$ cat config.mk
export PLATFORM = sky130hd
export DESIGN_NAME = cycle_sequencer
export DESIGN_NICKNAME = d
export VERILOG_FILES = /design/src/rtl/cycle_sequencer.sv
export SDC_FILE = /design/constraint.sdc
export NUM_CORES = 1
export LEC_CHECK = 0
export CAP_MARGIN = 20
export CELL_PAD_IN_SITES_DETAIL_PLACEMENT = 1
export CELL_PAD_IN_SITES_GLOBAL_PLACEMENT = 1
export CORE_MARGIN = 10
export CORE_UTILIZATION = 28
export CTS_CLUSTER_DIAMETER = 40
export CTS_CLUSTER_SIZE = 12
export DETAILED_ROUTE_END_ITERATION = 7
export PLACE_DENSITY_LB_ADDON = 0.05
export SYNTH_ARGS = -nofsm -noshare
export SYNTH_HDL_FRONTEND = slang
export SYNTH_SLANG_ARGS = --single-unit
export TNS_END_PERCENT = 10
$ cat constraint.sdc
create_clock -name i_Clk -period 3 [get_ports i_Clk]
set_clock_uncertainty 0.1 [all_clocks]
set_input_delay 0.45 -clock i_Clk [delete_from_list [all_inputs] [get_ports i_Clk]]
set_output_delay 0.45 -clock i_Clk [all_outputs]
set_load 0.02 [all_outputs]
$ cat src/rtl/cycle_sequencer.sv
// Instruction register and machine-cycle sequencer: latches opcodes, decodes the
// one-hot X/Y/Z/P/Q fields, runs T-state/M-cycle counters and handles the 0xCB prefix.
module cycle_sequencer (
    input  logic       i_Clk,
    input  logic       i_Reset_n,
    input  logic       i_Enable,
    input  logic [7:0] i_Bus_Data,
    input  logic       i_Fetch,
    output logic [7:0] o_Opcode,
    output logic [3:0] o_X,
    output logic [7:0] o_Y,
    output logic [7:0] o_Z,
    output logic [3:0] o_P,
    output logic [1:0] o_Q,
    output logic [3:0] o_Cycle_Step,
    output logic [7:0] o_Cycle_Count,
    output logic       o_CB_Prefix,
    output logic       o_Decode_Valid,
    output logic       o_Prefix_Fetch,
    output logic       o_Sequence_Error
);

    typedef enum logic [3:0] {
        T1 = 4'b0001,
        T2 = 4'b0010,
        T3 = 4'b0100,
        T4 = 4'b1000
    } t_state_e;

    t_state_e   step_q, step_d;
    logic [7:0] ir_q, ir_d;
    logic [7:0] count_q, count_d;
    logic       cb_q, cb_d;
    logic       err_q, err_d;
    logic       decode_valid;
    logic       prefix_fetch;

    // An unprefixed 0xCB in IR means the next M-cycle fetches the second byte
    // itself; the prefix-fetch flag is therefore a pure function of IR state.
    assign decode_valid = !((ir_q == 8'hCB) && !cb_q);
    assign prefix_fetch = !decode_valid;

    always_ff @(posedge i_Clk or negedge i_Reset_n) begin
        if (!i_Reset_n) begin
            step_q  <= T1;
            ir_q    <= '0;
            count_q <= 8'h01;
            cb_q    <= 1'b0;
            err_q   <= 1'b0;
        end else begin
            step_q  <= step_d;
            ir_q    <= ir_d;
            count_q <= count_d;
            cb_q    <= cb_d;
            err_q   <= err_d;
        end
    end

    always_comb begin
        step_d  = step_q;
        ir_d    = ir_q;
        count_d = count_q;
        cb_d    = cb_q;
        err_d   = err_q;
        if (i_Enable) begin
            case (step_q)
                T1:      step_d = T2;
                T2:      step_d = T3;
                T3:      step_d = T4;
                T4:      step_d = T1;
                default: step_d = T1;
            endcase
            if (step_q == T4) begin
                if ((i_Fetch && decode_valid) || prefix_fetch) begin
                    ir_d    = i_Bus_Data;
                    count_d = 8'h01;
                    cb_d    = prefix_fetch;
                end else if (count_q[7]) begin
                    err_d = 1'b1;
                end else begin
                    count_d = count_q << 1;
                end
            end
        end
    end

    assign o_Opcode         = ir_q;
    assign o_X              = 4'(1) << ir_q[7:6];
    assign o_Y              = 8'(1) << ir_q[5:3];
    assign o_Z              = 8'(1) << ir_q[2:0];
    assign o_P              = 4'(1) << ir_q[5:4];
    assign o_Q              = 2'(1) << ir_q[3];
    assign o_Cycle_Step     = step_q;
    assign o_Cycle_Count    = count_q;
    assign o_CB_Prefix      = cb_q;
    assign o_Decode_Valid   = decode_valid;
    assign o_Prefix_Fetch   = prefix_fetch;
    assign o_Sequence_Error = err_q;

endmodule

==> run summary, run 1 <==
Cts hold-fix bufs: 0
Syn Area/Cell: 10.3 µm²
Clk buf depth: 2
Router iterations before antenna repair: 3
Commonest non-fill, non-tap cell in the layout: clkdlybuf4s50_1
Placed instance area: 1830 µm²
TritonCTS clock tree: yes
Arr. time, crit path: 2.25 ns
Worst-Skew Late Latency: 0.26 ns
Detailed placer's ending HPWL: 3.09 mm
DRC: 0
Syn Inst Count: 113
Row count: 23
Drt total wl: 3.89 mm
Core region area: 4000 µm²
IO Port Bufs: 61
Fmax: 357 MHz
Post-synthesis instance area: 1160 µm²
Critical path startpoint category: register
Slew @ Worst Pin: 1.00 ns
Ys flop type: dfrtp_1
Pwr/cell area: 836 nW/µm²
Fin. Hold Viols: 0
Cell taking the most area after synthesis: dfrtp_1
RSZ-0062 raised after global routing: false
Nature of the critical path endpoint: output pin
Synth async-reset ratio: 100%
Flops & latches, synth: 22
Pin count of the biggest net entering global routing: 23
# clock sinks: 22
Iteration-0 DRC count of the detailed router: 18
DR WL/cell: 17.3 µm
Leakage: 0.815 nW
Gpl congestion: 0.708
Flop-to-flop setup slack: 0.79 ns
Crit path kind: register to output pin
Die ar.: 7130 µm²
Post-synth EDFFs: 0
Total number of vias: 1083
Final period util: 93.3%
Final worst path period need: 2.80 ns
Post-synth net total: 125
Post-CTS Setup Bufs: 0
Post-CTS resize count: 0
Share of the synthesized area in the top cell type: 43.1%
Netlist cell types: 32
Die width: 84.4 µm
Pins Over Slew Limit: 0
Ant diodes: 0
Starting Density: 29.1%
Sequential element share of the synthesized area: 47.6%
Status: finished clean
CTS Buf Count: 3
Ratio of cells with drive above 1 in the final layout: 10.9%
Commonest non-fill, non-tap cells in the layout: 61 x clkdlybuf4s50_1, 20 x dfrtp_1, 12 x nor2_1
Design area: 1870 µm²
Clock-pin slew on the worst setup and hold paths: 0.08 ns
Tot GR Track Use: 11.0%
Initial antenna violation count: 0
Ports: 62
Grt ovf: 0
First-pass GRT wire length: 6.49 mm
Layout Nets: 189
Die Y-Extent: 84.4 µm
H-Tree Depth: 1
Worst EP required: 2.45 ns
Area Growth Syn to Fin: 61.1%
Sum of negative setup slack: 0 ns
Peak supply drop: 0.344 mV
Post-DR vias/cell: 4.81
Slew margin rel.: 32.8%
HP Class: register to register
Max_cap viols: 0
Antenna Nets Post-Route: 0
Endpoints failing setup: 0
Ranking of synthesized cells by area: dfrtp_1 43%, mux2_2 5.8%, dfstp_2 4.5%, a221o_1 4.3%, nor2_1 3.9%
Number of global-route vias before repair: 1264
Warnings from Yosys: 0
CTS root buffer: clkbuf_8
Critical-path maximum fanout: 9
==> flip-flops by register name, indices dropped and copies added (netlist names) <==
signal            count
o_CB_Prefix           1
o_Cycle_Step          4
o_Opcode              8
o_Cycle_Count         8
o_Sequence_Error      1
==> cells in the mapped netlist, types with 2 or more instances <==
master / instances
and2_1: 6
mux2i_1: 2
nand2_1: 8
and3_1: 3
inv_1: 8
o22ai_1: 2
nor3_1: 2
a221o_1: 5
a21oi_1: 2
dfstp_2: 2
mux2_2: 6
dfrtp_1: 20
nor2_1: 12
o21ai_0: 6
nor2b_1: 6
nor3b_1: 3
nand3_1: 3
clkbuf_1: 3
==> worst max-delay path, stage by stage (launching register included) <==
cell and delay (ns):
dfrtp_1 0.46, or3b_4 0.46, nor4_4 0.25, buf_4 0.20
clkdlybuf4s50_1 0.62
==> metrics by stage <==
stage | power, W | setup WS (ns) | hold slack [ns] | util [%] | cells
after floorplan | 0.000947 | 0.684 | 0.0544 | - | 113
after detailed placement | 0.00141 | 0.321 | 0.356 | 45.8 | 222
after global placement | 0.00139 | 0.477 | 0.352 | 45.8 | 222
after global routing | 0.00166 | 0.0950 | 0.415 | 46.8 | 225
after CTS | 0.00160 | 0.171 | 0.382 | 46.8 | 225
final | 0.00157 | 0.200 | 0.375 | 46.8 | 225
==> path summary, 6_finish.rpt <==
kind | from | to | cells after the start
hold reg to reg | o_Sequence_Error | o_Sequence_Error | 1
hold / removal | o_Sequence_Error | o_Sequence_Error | 1
max in group asynchronous | i_Reset_n | o_Opcode[7] | 1
setup reg to reg | o_Opcode[4] | o_Opcode[6] | 4
setup / recovery | o_Opcode[4] | o_Prefix_Fetch | 4
min in group asynchronous | i_Reset_n | o_Cycle_Count[3] | 1
==> final cells by class <==
class / instances / area, µm²
clock buffers: 3 / 41.3
fillers: 448 / 2130
well taps: 50 / 62.6
multi-input cells: 79 / 561
repair buffers: 63 / 626
flip-flops and latches: 22 / 553
inverters: 8 / 30.0
==> logic make-up (layout without fill, tap and decap cells) <==
logic type / Yosys count / after routing / synth area share (%)
flip-flops: 22 / 22 / 47.6
buffers and inverters: 12 / 74 / 4.20
multiplexers: 9 / 9 / 8.50
AO/OA/AOI/OAI: 19 / 19 / 12.8
AND/OR/NAND/NOR: 51 / 51 / 26.9
==> where the power goes <==
group	internal, W	total (W)	switching (W)
Clock	0.0000897	0.000183	0.0000938
Combinational	0.000444	0.000883	0.000439
Sequential	0.000377	0.000499	0.000123
==> routing by layer <==
| layer | wire length [µm] | global-route usage (%) | vias to the layer above | share of wire, % |
|---|---|---|---|---|
| li1 | - | - | 520 | - |
| met1 | 1560 | 11.2 | 519 | 40 |
| met2 | 1960 | 20.0 | 37 | 50 |
| met3 | 297 | 3.77 | 7 | 7.6 |
| met4 | 77 | 4.49 | 0 | 2.0 |
| met5 | 0 | 0 | - | 0 |
Note: power is estimated with default switching activity, not from simulation.
==> run 2: changes to the inputs <==
Settings changed: GPL_ROUTABILITY_DRIVEN set to 0, MAX_ROUTING_LAYER set to met4.
==> run summary, run 2 (synthesis results as in run 1) <==
Max_cap viols: 0 (unchanged)
Die width: 84.4 µm (unchanged)
CP delay by family, top: buffers and inverters
CTS root buffer: clkbuf_8
DR WL/cell: 17.3 µm (about the same)
Fin. Hold Viols: 0 (unchanged)
Biggest cell delay along the critical path: 0.62 ns (about the same)
Ports: 62 (unchanged)
Sum of negative setup slack: 0 ns (unchanged)
Grt ovf: 0 (unchanged)
DRC: 0 (unchanged)
Die Y-Extent: 84.4 µm (unchanged)
Fill cell count: 448 (unchanged)
Sum of buffers and inverters on the critical path: 2 (unchanged)
Ratio of cells with drive above 1 in the final layout: 10.9% (unchanged)
Initial antenna violation count: 0 (unchanged)
Pwr/cell area: 835 nW/µm² (about the same)
Worst EP required: 2.45 ns (about the same)
Total number of vias: 1083 (unchanged)
Tot GR Track Use: 11.3% (+0.32 points)
Leakage: 0.815 nW (unchanged)
Peak supply drop: 0.343 mV (about the same)
H-Tree Depth: 1 (unchanged)
Status: finished clean
Critical-path maximum fanout: 9 (unchanged)
Post-CTS resize count: 0 (unchanged)
Antenna Nets Post-Route: 0 (unchanged)
Ant diodes: 0 (unchanged)
Iteration-0 DRC count of the detailed router: 18 (unchanged)
Row count: 23 (unchanged)
# clock sinks: 22 (unchanged)
Slew margin rel.: 32.8% (about the same)
Commonest non-fill, non-tap cell in the layout: clkdlybuf4s50_1
Starting Density: 29.1% (unchanged)
CTS Buf Count: 3 (unchanged)
Slew @ Worst Pin: 1.00 ns (-0.00000665 ns)
Clk buf depth: 2 (unchanged)
RSZ-0062 raised after global routing: false
Pins Over Slew Limit: 0 (unchanged)
Finished Layout Cells: 225 (unchanged)
Flop-to-flop setup slack: 0.79 ns (about the same)
Placed instance area: 1830 µm² (unchanged)
Design area: 1870 µm² (unchanged)
Arr. time, crit path: 2.25 ns (about the same)
Crit path kind: register to output pin
Detailed placer's ending HPWL: 3.09 mm (unchanged)
Reg area: 553 µm² (unchanged)
Endpoints failing setup: 0 (unchanged)
IO Port Bufs: 61 (unchanged)
Critical path, cell by cell: or3b_4 -> nor4_4 -> buf_4 -> clkdlybuf4s50_1
Cts hold-fix bufs: 0 (unchanged)
Layout Nets: 189 (unchanged)
Fmax: 357 MHz (about the same)
Core region area: 4000 µm² (unchanged)
Area Growth Syn to Fin: 61.1% (unchanged)
Post-DR vias/cell: 4.81 (unchanged)
Tot Pwr: 0.00156 W (about the same)
Router iterations before antenna repair: 3 (unchanged)
Placed cells: 222 (unchanged)
Commonest non-fill, non-tap cells in the layout: 61 x clkdlybuf4s50_1, 20 x dfrtp_1, 12 x nor2_1
Worst-Skew Late Latency: 0.26 ns (about the same)
Final period util: 93.3% (about the same)
Multi-input combinational cell area: 561 µm² (unchanged)
TritonCTS clock tree: yes
Nature of the critical path endpoint: output pin
Drt total wl: 3.89 mm (about the same)
Critical path startpoint category: register
Clock-pin slew on the worst setup and hold paths: 0.08 ns (about the same)
First-pass GRT wire length: 6.49 mm (unchanged)
HP Class: register to register
Number of global-route vias before repair: 1264 (unchanged)
Final worst path period need: 2.80 ns (-0.0000900 ns)
Post-CTS Setup Bufs: 0 (unchanged)
Worst path slowest cell: clkdlybuf4s50_1
Die ar.: 7130 µm² (unchanged)
Pin count of the biggest net entering global routing: 23 (unchanged)
[run 2: cell counts in the layout (fill, tap and decap cells not counted)]
Identical to the previous run, type by type.
[run 2: worst reg2reg max path, cell delays in order (launching register included)]
cell and delay, ns:
dfrtp_1 0.46, or3b_4 0.46, o41a_4 0.53, nor2_8 0.19, mux2_2 0.36
[run 2: layout make-up]
cell class,instances,share of cell area (%)
Timing Repair Buffer,63,33.4
Multi-Input combinational cell,79,29.9
Sequential cell,22,29.5
Tap cell,50,3.34
Clock buffer,3,2.20
Inverter,8,1.60
[run 2: path summary, 6_finish.rpt]
path                                         end        startpoint  cells after the start
worst max-delay path              o_Prefix_Fetch       o_Opcode[4]                      4
worst min-delay path            o_Sequence_Error  o_Sequence_Error                      1
worst max register to register       o_Opcode[6]       o_Opcode[4]                      4
worst min register to register  o_Sequence_Error  o_Sequence_Error                      1
max in group asynchronous            o_Opcode[7]         i_Reset_n                      1
min in group asynchronous       o_Cycle_Count[3]         i_Reset_n                      1
[run 2: per-stage QoR]
stage	utilization (%)	hold WS (ns)	worst slack, ns
2_1_floorplan	-	0.0544	0.684
3_3_place_gp	45.8	0.352	0.477
3_5_place_dp	45.8	0.356	0.321
4_1_cts	46.8	0.382	0.171
5_1_grt	46.8	0.415	0.0950
6_report	46.8	0.375	0.200
[run 2: power breakdown]
group / leakage [nW] / internal, W / switching (W) / total (W)
registers: 0.292 / 0.000377 / 0.000123 / 0.000499
logic: 0.502 / 0.000444 / 0.000439 / 0.000882
clock network: 0.0216 / 0.0000897 / 0.0000937 / 0.000183
[run 2: per-layer routing]
layer | track usage [%] | vias to the layer above | share of wire (%) | wire length (µm)
met5 | - | - | 0 | 0
met3 | 2.42 | 7 | 5.2 | 201
met4 | 4.49 | 0 | 2.0 | 77
met2 | 20.0 | 37 | 50 | 1960
li1 | - | 520 | - | -
met1 | 12.0 | 519 | 42 | 1650
